==> src/rtl/ram_pkg.sv <==
// Shared types and helpers for the parametrised dual-port RAM.
package ram_pkg;
  typedef enum logic {ST_IDLE, ST_CLEAR} state_e;

  localparam int RDW_READ_FIRST  = 0;
  localparam int RDW_WRITE_FIRST = 1;

  // Per-byte merge: an enabled byte takes the new data, otherwise keeps the old.
  function automatic logic [7:0] byte_merge(input logic [7:0] old_b,
                                            input logic [7:0] new_b,
                                            input logic       be);
    return be ? new_b : old_b;
  endfunction
endpackage

==> src/rtl/ram_clr_fsm.sv <==
// Clear engine: walks every address once, driving the array write mux while busy.
module ram_clr_fsm
  import ram_pkg::*;
#(
  parameter int ADDR_W        = 2,
  parameter bit INIT_ON_RESET = 1'b1
) (
  input  logic              clk,
  input  logic              rst_n,
  input  logic              clr_req,
  output logic              busy,
  output logic              clr_sel,
  output logic [ADDR_W-1:0] clr_addr
);
  state_e            state, state_nxt;
  logic [ADDR_W-1:0] clr_addr_nxt;

  always_ff @(posedge clk or negedge rst_n) begin
    if (!rst_n) begin
      state    <= INIT_ON_RESET ? ST_CLEAR : ST_IDLE;
      clr_addr <= '0;
    end else begin
      state    <= state_nxt;
      clr_addr <= clr_addr_nxt;
    end
  end

  always_comb begin
    state_nxt    = state;
    clr_addr_nxt = clr_addr;
    case (state)
      ST_IDLE: begin
        if (clr_req) begin
          state_nxt    = ST_CLEAR;
          clr_addr_nxt = '0;
        end
      end
      ST_CLEAR: begin
        // Counter wraps to 0 on the same edge that writes the last word.
        clr_addr_nxt = clr_addr + ADDR_W'(1);
        if (clr_addr == '1) state_nxt = ST_IDLE;
      end
      default: state_nxt = ST_IDLE;
    endcase
  end

  assign busy    = (state == ST_CLEAR);
  assign clr_sel = busy;
endmodule

==> src/rtl/ram_dp_param.sv <==
// Simple dual-port RAM: byte-enabled write port, registered read port, built-in clear.
module ram_dp_param
  import ram_pkg::*;
#(
  parameter int DATA_W        = 8,
  parameter int ADDR_W        = 2,
  parameter int RDW_MODE      = RDW_READ_FIRST,
  parameter bit INIT_ON_RESET = 1'b1
) (
  input  logic                  clk,
  input  logic                  rst_n,
  input  logic                  clr_req,
  output logic                  busy,
  input  logic                  wr_en,
  input  logic [ADDR_W-1:0]     wr_addr,
  input  logic [DATA_W/8-1:0]   wr_be,
  input  logic [DATA_W-1:0]     wr_data,
  input  logic                  rd_en,
  input  logic [ADDR_W-1:0]     rd_addr,
  output logic [DATA_W-1:0]     rd_data,
  output logic                  rd_valid
);
  localparam int DEPTH = 2**ADDR_W;
  localparam int BE_W  = DATA_W/8;

  logic [DATA_W-1:0] mem [DEPTH];
  logic              clr_sel;
  logic [ADDR_W-1:0] clr_addr;
  logic              wr_go, rd_go;
  logic [DATA_W-1:0] wr_old, wr_merged, rd_word;

  ram_clr_fsm #(
    .ADDR_W        (ADDR_W),
    .INIT_ON_RESET (INIT_ON_RESET)
  ) u_clr (
    .clk      (clk),
    .rst_n    (rst_n),
    .clr_req  (clr_req),
    .busy     (busy),
    .clr_sel  (clr_sel),
    .clr_addr (clr_addr)
  );

  // A clear request wins over a same-edge write; the read is still served.
  assign wr_go = wr_en && !busy && !clr_req;
  assign rd_go = rd_en && !busy;

  assign wr_old = mem[wr_addr];
  for (genvar b = 0; b < BE_W; b++) begin : g_lane
    assign wr_merged[8*b +: 8] = byte_merge(wr_old[8*b +: 8], wr_data[8*b +: 8], wr_be[b]);
  end

  always_comb begin
    rd_word = mem[rd_addr];
    if (RDW_MODE == RDW_WRITE_FIRST && wr_go && wr_addr == rd_addr) rd_word = wr_merged;
  end

  // Storage carries no reset; the clear engine is the only way to zero it.
  always_ff @(posedge clk) begin
    if (clr_sel)    mem[clr_addr] <= '0;
    else if (wr_go) mem[wr_addr]  <= wr_merged;
  end

  always_ff @(posedge clk or negedge rst_n) begin
    if (!rst_n) begin
      rd_data  <= '0;
      rd_valid <= 1'b0;
    end else begin
      rd_valid <= rd_go;
      if (rd_go) rd_data <= rd_word;
    end
  end
endmodule

==> config.mk <==
export PLATFORM = sky130hd
export DESIGN_NAME = ram_dp_param
export DESIGN_NICKNAME = d
export VERILOG_FILES = /design/src/rtl/ram_pkg.sv /design/src/rtl/ram_clr_fsm.sv /design/src/rtl/ram_dp_param.sv
export SDC_FILE = /design/constraint.sdc
export NUM_CORES = 1
export LEC_CHECK = 0
export BUFFER_PORTS_ARGS = -buffer_cell sky130_fd_sc_hd__buf_4
export CORE_ASPECT_RATIO = 0.8
export CORE_UTILIZATION = 29
export CTS_CLUSTER_DIAMETER = 150
export CTS_CLUSTER_SIZE = 40
export DETAILED_ROUTE_END_ITERATION = 6
export PLACE_DENSITY = 0.49
export SYNTH_ARGS = -nofsm -noshare
export SYNTH_HDL_FRONTEND = slang
export SYNTH_SLANG_ARGS = --single-unit
==> constraint.sdc <==
create_clock -name clk -period 2.4 [get_ports clk]
set_input_delay 0.12 -clock clk [delete_from_list [all_inputs] [get_ports clk]]
set_output_delay 0.12 -clock clk [all_outputs]
set_load 0.05 [all_outputs]
== Word-level counts from Yosys, hierarchy flattened ==
Memory sizes are Yosys's and may differ from the RTL's. A register that Yosys moved wholly into a read port is not among the register bits.
Cells that the tools add are included.
Word-level totals
  flip-flop bits (word level): 4
  RAM bits: 32
  memories kept: 1
  input bits: 18
Memories
  mem: words 4, width 8, read ports 1, clocked after Yosys merged registers in 1, wr ports 1, line ram_dp_param.sv:26  | logic [DATA_W-1:0] mem [DEPTH];
Operators by class
  bitwise logic cells: 1
  multiplexer cells: 14
  add/sub/neg operators: 1
  eq/ne operators: 3
  reduce and logical (&&, ||, !) cells: 8
Operators by type and width (count)
  8-bit two-way mux: 2
  1-bit two-way mux: 8
  8-bit OR reduction: 1
  2-bit two-way mux: 2
  2-bit one-hot mux with 2 select lines: 1
  1-bit logical AND: 3
  1-bit zero test: 3
  2-bit by 1-bit adder with 2-bit output, second input constant: 1
  2-bit == test, second input constant: 1
  2-bit != test, second input constant: 1
  1-bit one-hot mux with 2 select lines: 1
  2-bit AND reduction: 1
  1-bit != test, second input constant: 1
  1-bit inverter: 1

== Depth between registers and ports, before layout ==
Gate-level depths: netlist of run 1.
  depth in word-level cells: 9
  gate-level depth with buffers: 4
  gate-level depth less buffers: 2

== By module ==
From an unflattened synthesis of run 1, not the netlist that was laid out.
Unflattened totals
  cells, all modules: 93
  area total of the unflattened synthesis: 1801.7 sq um
Modules (own cells, without submodules)
  ram_dp_param: area each 1662.8 sq um, times used 1, cells an instance 82
  ram_clr_fsm: area each 138.9 sq um, times used 1, cells an instance 11

== Least setup slack after synthesis of run 1 ==
OpenSTA, ideal clock, no wires.
  path kind: register to register
  start point: register u_clr.state (netlist: u_clr.busy)
  end point: memory mem[0][0] (enable)
  clock period less this slack: 1.947 ns
  stages on the path, launching flop included: 4
  data required time: 2.012 ns
  arrival: 1.559 ns
  path buffers: 1
  library setup time: 0.388 ns
  path slack: 0.453 ns
  cell sequence: dfstp_2 -> buf_2 -> nand4bb_1 -> o32ai_1
Between the ends
  longest elaborated chain between the ends: 9
RTL lines
  start: declaration: line ram_clr_fsm.sv:15  | state_e state, state_nxt;
  start signal: assignment: line ram_clr_fsm.sv:20  | state <= INIT_ON_RESET ? ST_CLEAR : ST_IDLE;
  start signal: assignment: line ram_clr_fsm.sv:23  | state <= state_nxt;
  1-bit zero test: line ram_dp_param.sv:45  | assign wr_go = wr_en && !busy && !clr_req;
  1-bit logical AND (2 in series): line ram_dp_param.sv:45
  1-bit two-way mux: line ram_dp_param.sv:61  | else if (wr_go) mem[wr_addr] <= wr_merged;
  1-bit two-way mux: line ram_dp_param.sv:60  | if (clr_sel) mem[clr_addr] <= '0;
  1-bit two-way mux (implied by the code): line ram_dp_param.sv:61
  2-bit AND reduction (no line)
  8-bit OR reduction (no line)
  2-bit two-way mux (no line) / 1-bit two-way mux (equally long branches)
  end: declaration: line ram_dp_param.sv:26
Several ways; a longest one is shown, not always the timed one.

== Worst setup path after layout of run 1 ==
  start point: register u_clr.state (netlist: u_clr.busy)
  end point: memory mem[2][0] (enable)
Same word-level chain as after synthesis.

==> metrics, run 1 <==
hold worst-path end u_clr.busy; # fillers 558; number of buffers created by CTS 5; DR pass1 iterations 4; Max Buffers Root-to-Sink 2; 1st-iter DRT viols 59; net switching power figure 0.899 mW; Layout Utilization 36.5%; Leakage 0.830 nW; Initial Utilization 29.9%; post-placement cell count 196; most common cell after layout, fill and taps aside edfxtp_1; routed vias 897; CTS tree yes; clk sink count 44; critical path fanouts, max 11; setup violators final 0; H-tree levels 2; Overall Global Routing Usage 11.6%; Sw Ratio 34.3%; NumNets Final 142; worst min path class in2reg; post-synth cell types 24; largest net degree at the start of global routing 14; design area 2160 µm²; Critical Path AT 1.71 ns; layout cells sized above 1 44.4%; Setup CP Type reg2reg; count of max-cap constraint violations 0; WL final 3160 µm; syn_nets 109; sequential share of the synthesized area 71.3%; r2r startpoint u_clr.busy; grt total ovfl 0; Final TNS setup 0 ns; vias in the first global route 985; Worst Tran Pin Value 1.00 ns; status complete, no violations; Power Density 1210 nW/µm²; Rel. slew slack 33.1%; Clk network pwr share 16.1%; initial antenna violation count 0; Post-CTS Setup Bufs 0; first-pass GRT wire length 5220 µm; clock slew at reported path FFs 0.07 ns; CP endpoint kind register; HPWL Detailed 2220 µm; RSZ-0062 raised after global routing false; IO Pins 28; DRC 0; routability cong. 0.747; Hold Path Depth 3; final worst-path cycle share 74.0%; final hold violations 0; average cell area after synthesis 19.7 µm²; capture point of the worst reg-to-reg path mem[2][0]; Synth Flop Type edfxtp_1; Placement Cell Area 2070 µm²; DR vias/cell 4.38; Layout area overhead 22.0%; number of synthesized flops with an enable pin 32; Max Freq 0.563 GHz; die area 6420 µm²; clock latency on the worst-skew pair 0.28 ns; post-route insts no fill 205; multi-input logic area 474 µm²; die height 71.9 µm; WHS 0.136 ns; clk_skew 0.00157 ns; post-route antenna net violation count 0; min-delay src clr_req; reg-to-reg setup timing slack 0.62 ns; chip width 89.4 µm; Sequential cell area 1260 µm²; Worst Path Required 2.34 ns; Internal 1.72 mW; CTS Root Cell clkbuf_8; Mapped Area 1770 µm²; routed length per instance 15.4 µm; CP startpoint kind register; synthesis-stage register bit count 44; Flop pwr share 48.2%; most frequent cells in the layout 32 x edfxtp_1, 30 x buf_4, 11 x dfrtp_1; Core Region 5910 µm²; Reg2Reg Depth 3; Tmin final 1.78 ns; ys async rst share 27.3%; worst vdd ir 0.330 mV; Syn Inst Count 90; Slew Limit Fails 0; Antenna diodes 0; Gate power share 35.7%; row cnt 25; Ys Warns 0; number of port buffers 27
[synth_stat cells, drive strengths merged (2+ instances only)]
cell type / count / share of area [%]
and2: 8 / 2.8
buf: 5 / 1.7
dfrtp: 11 / 16
edfxtp: 32 / 54
mux2: 8 / 6.8
mux4: 8 / 10
nor2b: 2 / 0.71
o32ai: 2 / 0.99
[worst max-delay path: stages (launching register included)]
cell      delay [ns]
dfstp_2         0.42
nor4bb_1        0.34
buf_4           0.23
a32o_1          0.44
[power by group through the flow]
| stage | Clock (mW) | Sequential [mW] | Combinational (mW) |
|---|---|---|---|
| finish | 0.423 | 1.27 | 0.935 |
| global route | 0.476 | 1.31 | 1.00 |
| floorplan | 0 | 1.51 | 0.398 |
| CTS | 0.441 | 1.27 | 0.944 |
| detailed placement | 0 | 1.28 | 0.942 |
| global placement | 0 | 1.27 | 0.936 |
[final cells by class]
type	instances	area share (%)
Clock inverter	3	0.637
Tap cell	81	4.69
Timing Repair Buffer	31	10.9
Inverter	1	0.174
Sequential cell	44	58.5
Clock buffer	5	3.19
Multi-Input combinational cell	40	22.0
[through the flow]
| step | setup WS, ns | total power, mW |
|---|---|---|
| global route | 0.501 | 2.78 |
| floorplan | 0.453 | 1.91 |
| detailed placement | 0.641 | 2.22 |
| finish | 0.624 | 2.62 |
| global placement | 0.727 | 2.21 |
| CTS | 0.614 | 2.65 |
[cell families (layout without fill, tap and decap cells)]
family	count (synthesis)	after routing	share of synthesized area, %
muxes	16	16	17.0
DFF	44	44	71.3
AOI/OAI and AO/OA	7	7	3.25
buffers and inverters	6	40	1.91
adders and majority gates	1	1	0.707
and+or+nand+nor	16	16	5.87
[registers in the layout, indices dropped and copies added (netlist names)]
register / count
rd_data: 8
mem: 32
u_clr.clr_addr: 2
u_clr.busy: 1
rd_valid: 1
[repair_timing]
action / 4_1_cts / 5_1_grt
resized for setup: 0 / 0
hold endpoints to repair: 12 / 0
hold buffers: 1 / 0
[layer usage]
layer | global-route usage, % | vias up | routed length (µm)
li1 | - | 422 | -
met1 | 16.2 | 449 | 1580
met2 | 16.6 | 24 | 1380
met3 | 4.38 | 2 | 180
met4 | 4.06 | 0 | 18
met5 | 0 | - | 0
[worst max-delay path by stage]
stage	startpoint	to	slack (ns)	cells past startpoint
finish	u_clr.busy	mem[2][0]	0.62	3
global route	u_clr.busy	mem[2][0]	0.50	3
CTS	u_clr.busy	mem[2][0]	0.61	3
detailed placement	u_clr.busy	mem[2][5]	0.64	3
global placement	u_clr.busy	mem[2][3]	0.73	3
floorplan	u_clr.busy	mem[0][0]	0.45	3
No activity file was read; power rests on OpenSTA's default activity.
==> run 2, diff against run 1 <==
--- a/config.mk
+++ b/config.mk
@@ -11,7 +11,7 @@
 export CTS_CLUSTER_DIAMETER = 150
 export CTS_CLUSTER_SIZE = 40
 export DETAILED_ROUTE_END_ITERATION = 6
-export PLACE_DENSITY = 0.49
+export PLACE_DENSITY = 0.51
 export SYNTH_ARGS = -nofsm -noshare
 export SYNTH_HDL_FRONTEND = slang
 export SYNTH_SLANG_ARGS = --single-unit
==> constraint.sdc (replaced) <==
create_clock -name clk -period 1.6 [get_ports clk]
set_input_delay 0.08 -clock clk [delete_from_list [all_inputs] [get_ports clk]]
set_output_delay 0.08 -clock clk [all_outputs]
set_load 0.05 [all_outputs]
==> run 2 against run 1 <==
Via count fell by 0.56%; design area rose by 4.6%; clock skew rose by 0.0017 ns; sequential cell count did not move; setup slack got worse by 0.57 ns; critical path type unchanged; highest routed layer unchanged.
==> metrics, run 2 (same netlist as run 1, synthesis figures left out) <==
clk sink count 44; # fillers 540; CTS tree yes; Layout area overhead 27.6%; Antenna diodes 0; routed length per instance 15.3 µm; Setup CP Type reg2reg; CP startpoint kind register; grt total ovfl 0; crit path to mem[2][6]; CTS Root Cell clkbuf_8; multi-input logic area 547 µm²; Initial Utilization 29.9%; HPWL Detailed 2260 µm; Overall Global Routing Usage 11.4%; die area 6420 µm²; number of port buffers 27; setup violators final 0; final hold violations 0; WP depth 4; Layout Utilization 38.2%; Worst Path Required 1.61 ns; Max Freq 0.649 GHz; most common cell after layout, fill and taps aside edfxtp_1; count of max-cap constraint violations 0; Worst Tran Pin Value 0.596 ns; layout cells sized above 1 49.6%; top flop regs mem: 32 flops, rd_data: 8 flops, u_clr.clr_addr: 2 flops; 1st-iter DRT viols 51; initial antenna violation count 0; post-route antenna net violation count 0; Largest register FFs 32; critical-path cell list buf_4 > nor4bb_4 > a32o_2 > buf_12; CP endpoint kind register; Sequential cell area 1260 µm²; Reg2Reg Depth 4; capture point of the worst reg-to-reg path mem[2][6]; Core Region 5910 µm²; largest net degree at the start of global routing 13; vias in the first global route 966; clk_skew 0.00331 ns; r2r startpoint u_clr.busy; Most flops, register mem; number of buffers created by CTS 5; most frequent cells in the layout 32 x edfxtp_1, 30 x buf_4, 11 x dfrtp_1; Max Buffers Root-to-Sink 2; Critical Path Start u_clr.busy; critical path fanouts, max 10; IO Pins 28; routability cong. 0.750; Placement Cell Area 2130 µm²; crit path buf inv count 2; DR pass1 iterations 4; Tmin final 1.54 ns; Leakage 0.869 nW; DRC 0; clock latency on the worst-skew pair 0.29 ns; Critical Path AT 1.55 ns; WL final 3150 µm; worst vdd ir 0.385 mV; reg-to-reg setup timing slack 0.06 ns; routed vias 892; NumNets Final 144; Power Density 1810 nW/µm²; H-tree levels 2; final worst-path cycle share 96.3%; DR vias/cell 4.33; largest delay contributor family on the critical path flip-flops; chip width 89.4 µm; row cnt 25; slowest CP cell dfstp_2; RSZ-0062 raised after global routing true; die height 71.9 µm; clock slew at reported path FFs 0.07 ns; Slew Limit Fails 0; first-pass GRT wire length 5070 µm; worst min path class in2reg; Rel. slew slack 60.1%; Critical Path Max Stage Delay 0.38 ns; status complete, no violations; design area 2260 µm²
## run 2: worst register-to-register path, stage by stage (launching register included)
cell and delay [ns]:
dfstp_2 0.38, buf_4 0.16, nor4bb_4 0.34, a32o_2 0.25, buf_12 0.13
## run 2: what timing repair did
item,in CTS,in global routing
setup buffers,1,0
gates resized for setup,3,1
pin swaps,1,0
gates cloned,0,0
endpoints found under the setup margin,48,16
hold endpoints to repair,12,0
hold buffers,1,0
## run 2: through the flow
step                      setup slack (ns)  instances  power, mW  hold WS (ns)  setup TNS, ns
after floorplan                   -0.00956         90       2.95        -0.216        -0.0765
after global placement             -0.0637        197       3.38       -0.0762         -0.862
after detailed placement            -0.136        197       3.43       -0.0695          -2.23
after CTS                           0.0333        206       4.14         0.107              0
after global routing               -0.0155        206       4.31         0.118         -0.118
final                               0.0590        206       4.09         0.113              0
## run 2: report_power, final
part	internal (mW)	total, mW	switching, mW
Combinational	0.699	1.57	0.869
Sequential	1.70	1.88	0.173
Clock	0.297	0.646	0.349
Total	2.70	4.09	1.39
## run 2: worst min-delay path by stage
stage             from          to  depth (start not counted)  slack [ns]
2_1_floorplan    rst_n  rd_data[0]                          0       -0.22
3_3_place_gp     rst_n  rd_data[7]                          1       -0.08
3_5_place_dp     rst_n  rd_data[1]                          1       -0.07
4_1_cts        clr_req  u_clr.busy                          3        0.11
5_1_grt        clr_req  u_clr.busy                          3        0.12
6_report       clr_req  u_clr.busy                          3        0.11
## run 2: layout make-up
cell class	instances	share of cell area, %
flip-flops and latches	44	55.9
multi-input cells	40	24.2
repair buffers	33	11.8
well taps	81	4.49
clock buffers	6	3.21
clock inverters	1	0.222
inverters	1	0.166
## run 2: per-layer routing
metal / wire length [µm] / GRT usage, %
met1: 1380 / 14.5
met2: 1570 / 17.6
met3: 154 / 5.30
met4: 38 / 3.17
met5: 0 / 0
==> run 3, diff against run 2 <==
--- a/config.mk
+++ b/config.mk
@@ -11,7 +11,7 @@
 export CTS_CLUSTER_DIAMETER = 150
 export CTS_CLUSTER_SIZE = 40
 export DETAILED_ROUTE_END_ITERATION = 6
-export PLACE_DENSITY = 0.51
+export PLACE_DENSITY_LB_ADDON = 0.1
 export SYNTH_ARGS = -nofsm -noshare
 export SYNTH_HDL_FRONTEND = slang
 export SYNTH_SLANG_ARGS = --single-unit
==> run 3 against run 2 <==
First-iteration DRC count is 53% higher; sequential share of layout area is 2.1 points lower; clock power is 49% higher; cell count is 0.97% higher.
==> metrics, run 3 (same netlist as run 1, synthesis figures left out) <==
DR vias/cell 4.34; die area 6420 µm²; row cnt 25; Most flops, register mem; Critical Path Max Stage Delay 0.39 ns; post-placement cell count 198; routed vias 903; Max Buffers Root-to-Sink 2; layout cells sized above 1 50.4%; hold worst-path end u_clr.busy; CTS Root Cell clkbuf_8; WP depth 4; first-pass GRT wire length 4970 µm; CTS tree yes; Setup CP Type reg2reg; IO Pins 28; initial antenna violation count 0; Leakage 0.903 nW; Hold Path Depth 3; Power, Total 4.49 mW; DRC 0; DR pass1 iterations 4; top flop regs mem: 32 flops, rd_data: 8 flops, u_clr.clr_addr: 2 flops; Worst Path Required 1.61 ns; Worst Tran Pin Value 0.567 ns; post-route antenna net violation count 0; slowest CP cell dfstp_2; reg-to-reg setup timing slack 0.05 ns; count of max-cap constraint violations 0; routed length per instance 15.4 µm; Max Freq 0.646 GHz; worst vdd ir 0.816 mV; worst min path class in2reg; clk sink count 44; clock latency on the worst-skew pair 0.29 ns; r2r startpoint u_clr.busy; most frequent cells in the layout 32 x edfxtp_1, 30 x buf_4, 11 x dfrtp_1; H-tree levels 2; capture point of the worst reg-to-reg path mem[0][1]; CP endpoint kind register; Initial Utilization 29.9%; most common cell after layout, fill and taps aside edfxtp_1; Layout Utilization 39.7%; grt total ovfl 0; clk_skew 0.00451 ns; die height 71.9 µm; largest net degree at the start of global routing 15; number of buffers created by CTS 5; setup violators final 0; largest delay contributor family on the critical path flip-flops; critical path fanouts, max 8; crit path buf inv count 2; post-route insts no fill 208; Critical Path AT 1.56 ns; min-delay src clr_req; Slew Limit Fails 0; final worst-path cycle share 96.7%; status complete, no violations; Largest register FFs 32; critical-path cell list buf_4 > nand4bb_4 > o32ai_4 > buf_12; Overall Global Routing Usage 11.4%; chip width 89.4 µm; Reg2Reg Depth 4; vias in the first global route 927; NumNets Final 145; clock slew at reported path FFs 0.08 ns; number of port buffers 27; Rel. slew slack 62.0%; HPWL Detailed 2290 µm; routability cong. 0.700; Antenna diodes 0; final hold violations 0; Tmin final 1.55 ns; WL final 3200 µm; Power Density 1910 nW/µm²; Final TNS setup 0 ns; Core Region 5910 µm²; CP startpoint kind register; 1st-iter DRT viols 78; Layout area overhead 32.6%
==> run 3: metal layers <==
metal	wire length [µm]	vias to the layer above	global-route usage [%]
li1	-	426	-
met1	1510	446	15.0
met2	1490	25	17.3
met3	160	6	3.80
met4	48	0	4.76
met5	0	-	0
==> run 3: final cells by class <==
type / instances / area (µm²)
fillers: 531 / 3560
clock buffers: 8 / 144
inverters: 1 / 3.75
multi-input cells: 40 / 541
well taps: 81 / 101
flip-flops and latches: 44 / 1260
repair buffers: 34 / 295
==> run 3: repair_timing <==
| action | CTS | global route |
|---|---|---|
| endpoints found under the hold margin | 12 | 0 |
| setup endpoints to repair | 8 | 16 |
| cloned | 0 | 0 |
| hold buffers | 1 | 0 |
| resized for setup | 1 | 1 |
| buffers inserted | 0 | 1 |
==> run 3: metrics by stage <==
step	hold WS (ns)	cell area [µm²]	worst slack [ns]
after detailed placement	-0.0724	2160	-0.0303
after global routing	0.131	2350	-0.00697
after global placement	-0.0784	2160	0.0165
final	0.113	2350	0.0527
after floorplan	-0.216	1830	-0.00956
after CTS	0.0994	2320	0.00271
==> run 3: worst max path at each step <==
stage | endpoint | startpoint
2_1_floorplan | mem[2][0] | u_clr.busy
3_3_place_gp | mem[2][5] | u_clr.busy
3_5_place_dp | rd_data[6] | u_clr.busy
4_1_cts | mem[2][5] | u_clr.busy
5_1_grt | mem[2][3] | u_clr.busy
6_report | mem[0][1] | u_clr.busy
==> run 3: where the power goes <==
part	internal, mW	switching (mW)	total (mW)
sequential	1.71	0.181	1.89
combinational	0.763	0.878	1.64
clock	0.592	0.369	0.961
total	3.06	1.43	4.49
==> run 3: tightest hold or removal path, delay by kind of cell <==
family	cells	cell delay (ns)
and+or+nand+nor	1	0.06
buffers and inverters	1	0.09
AOI/OAI and AO/OA	1	0.13
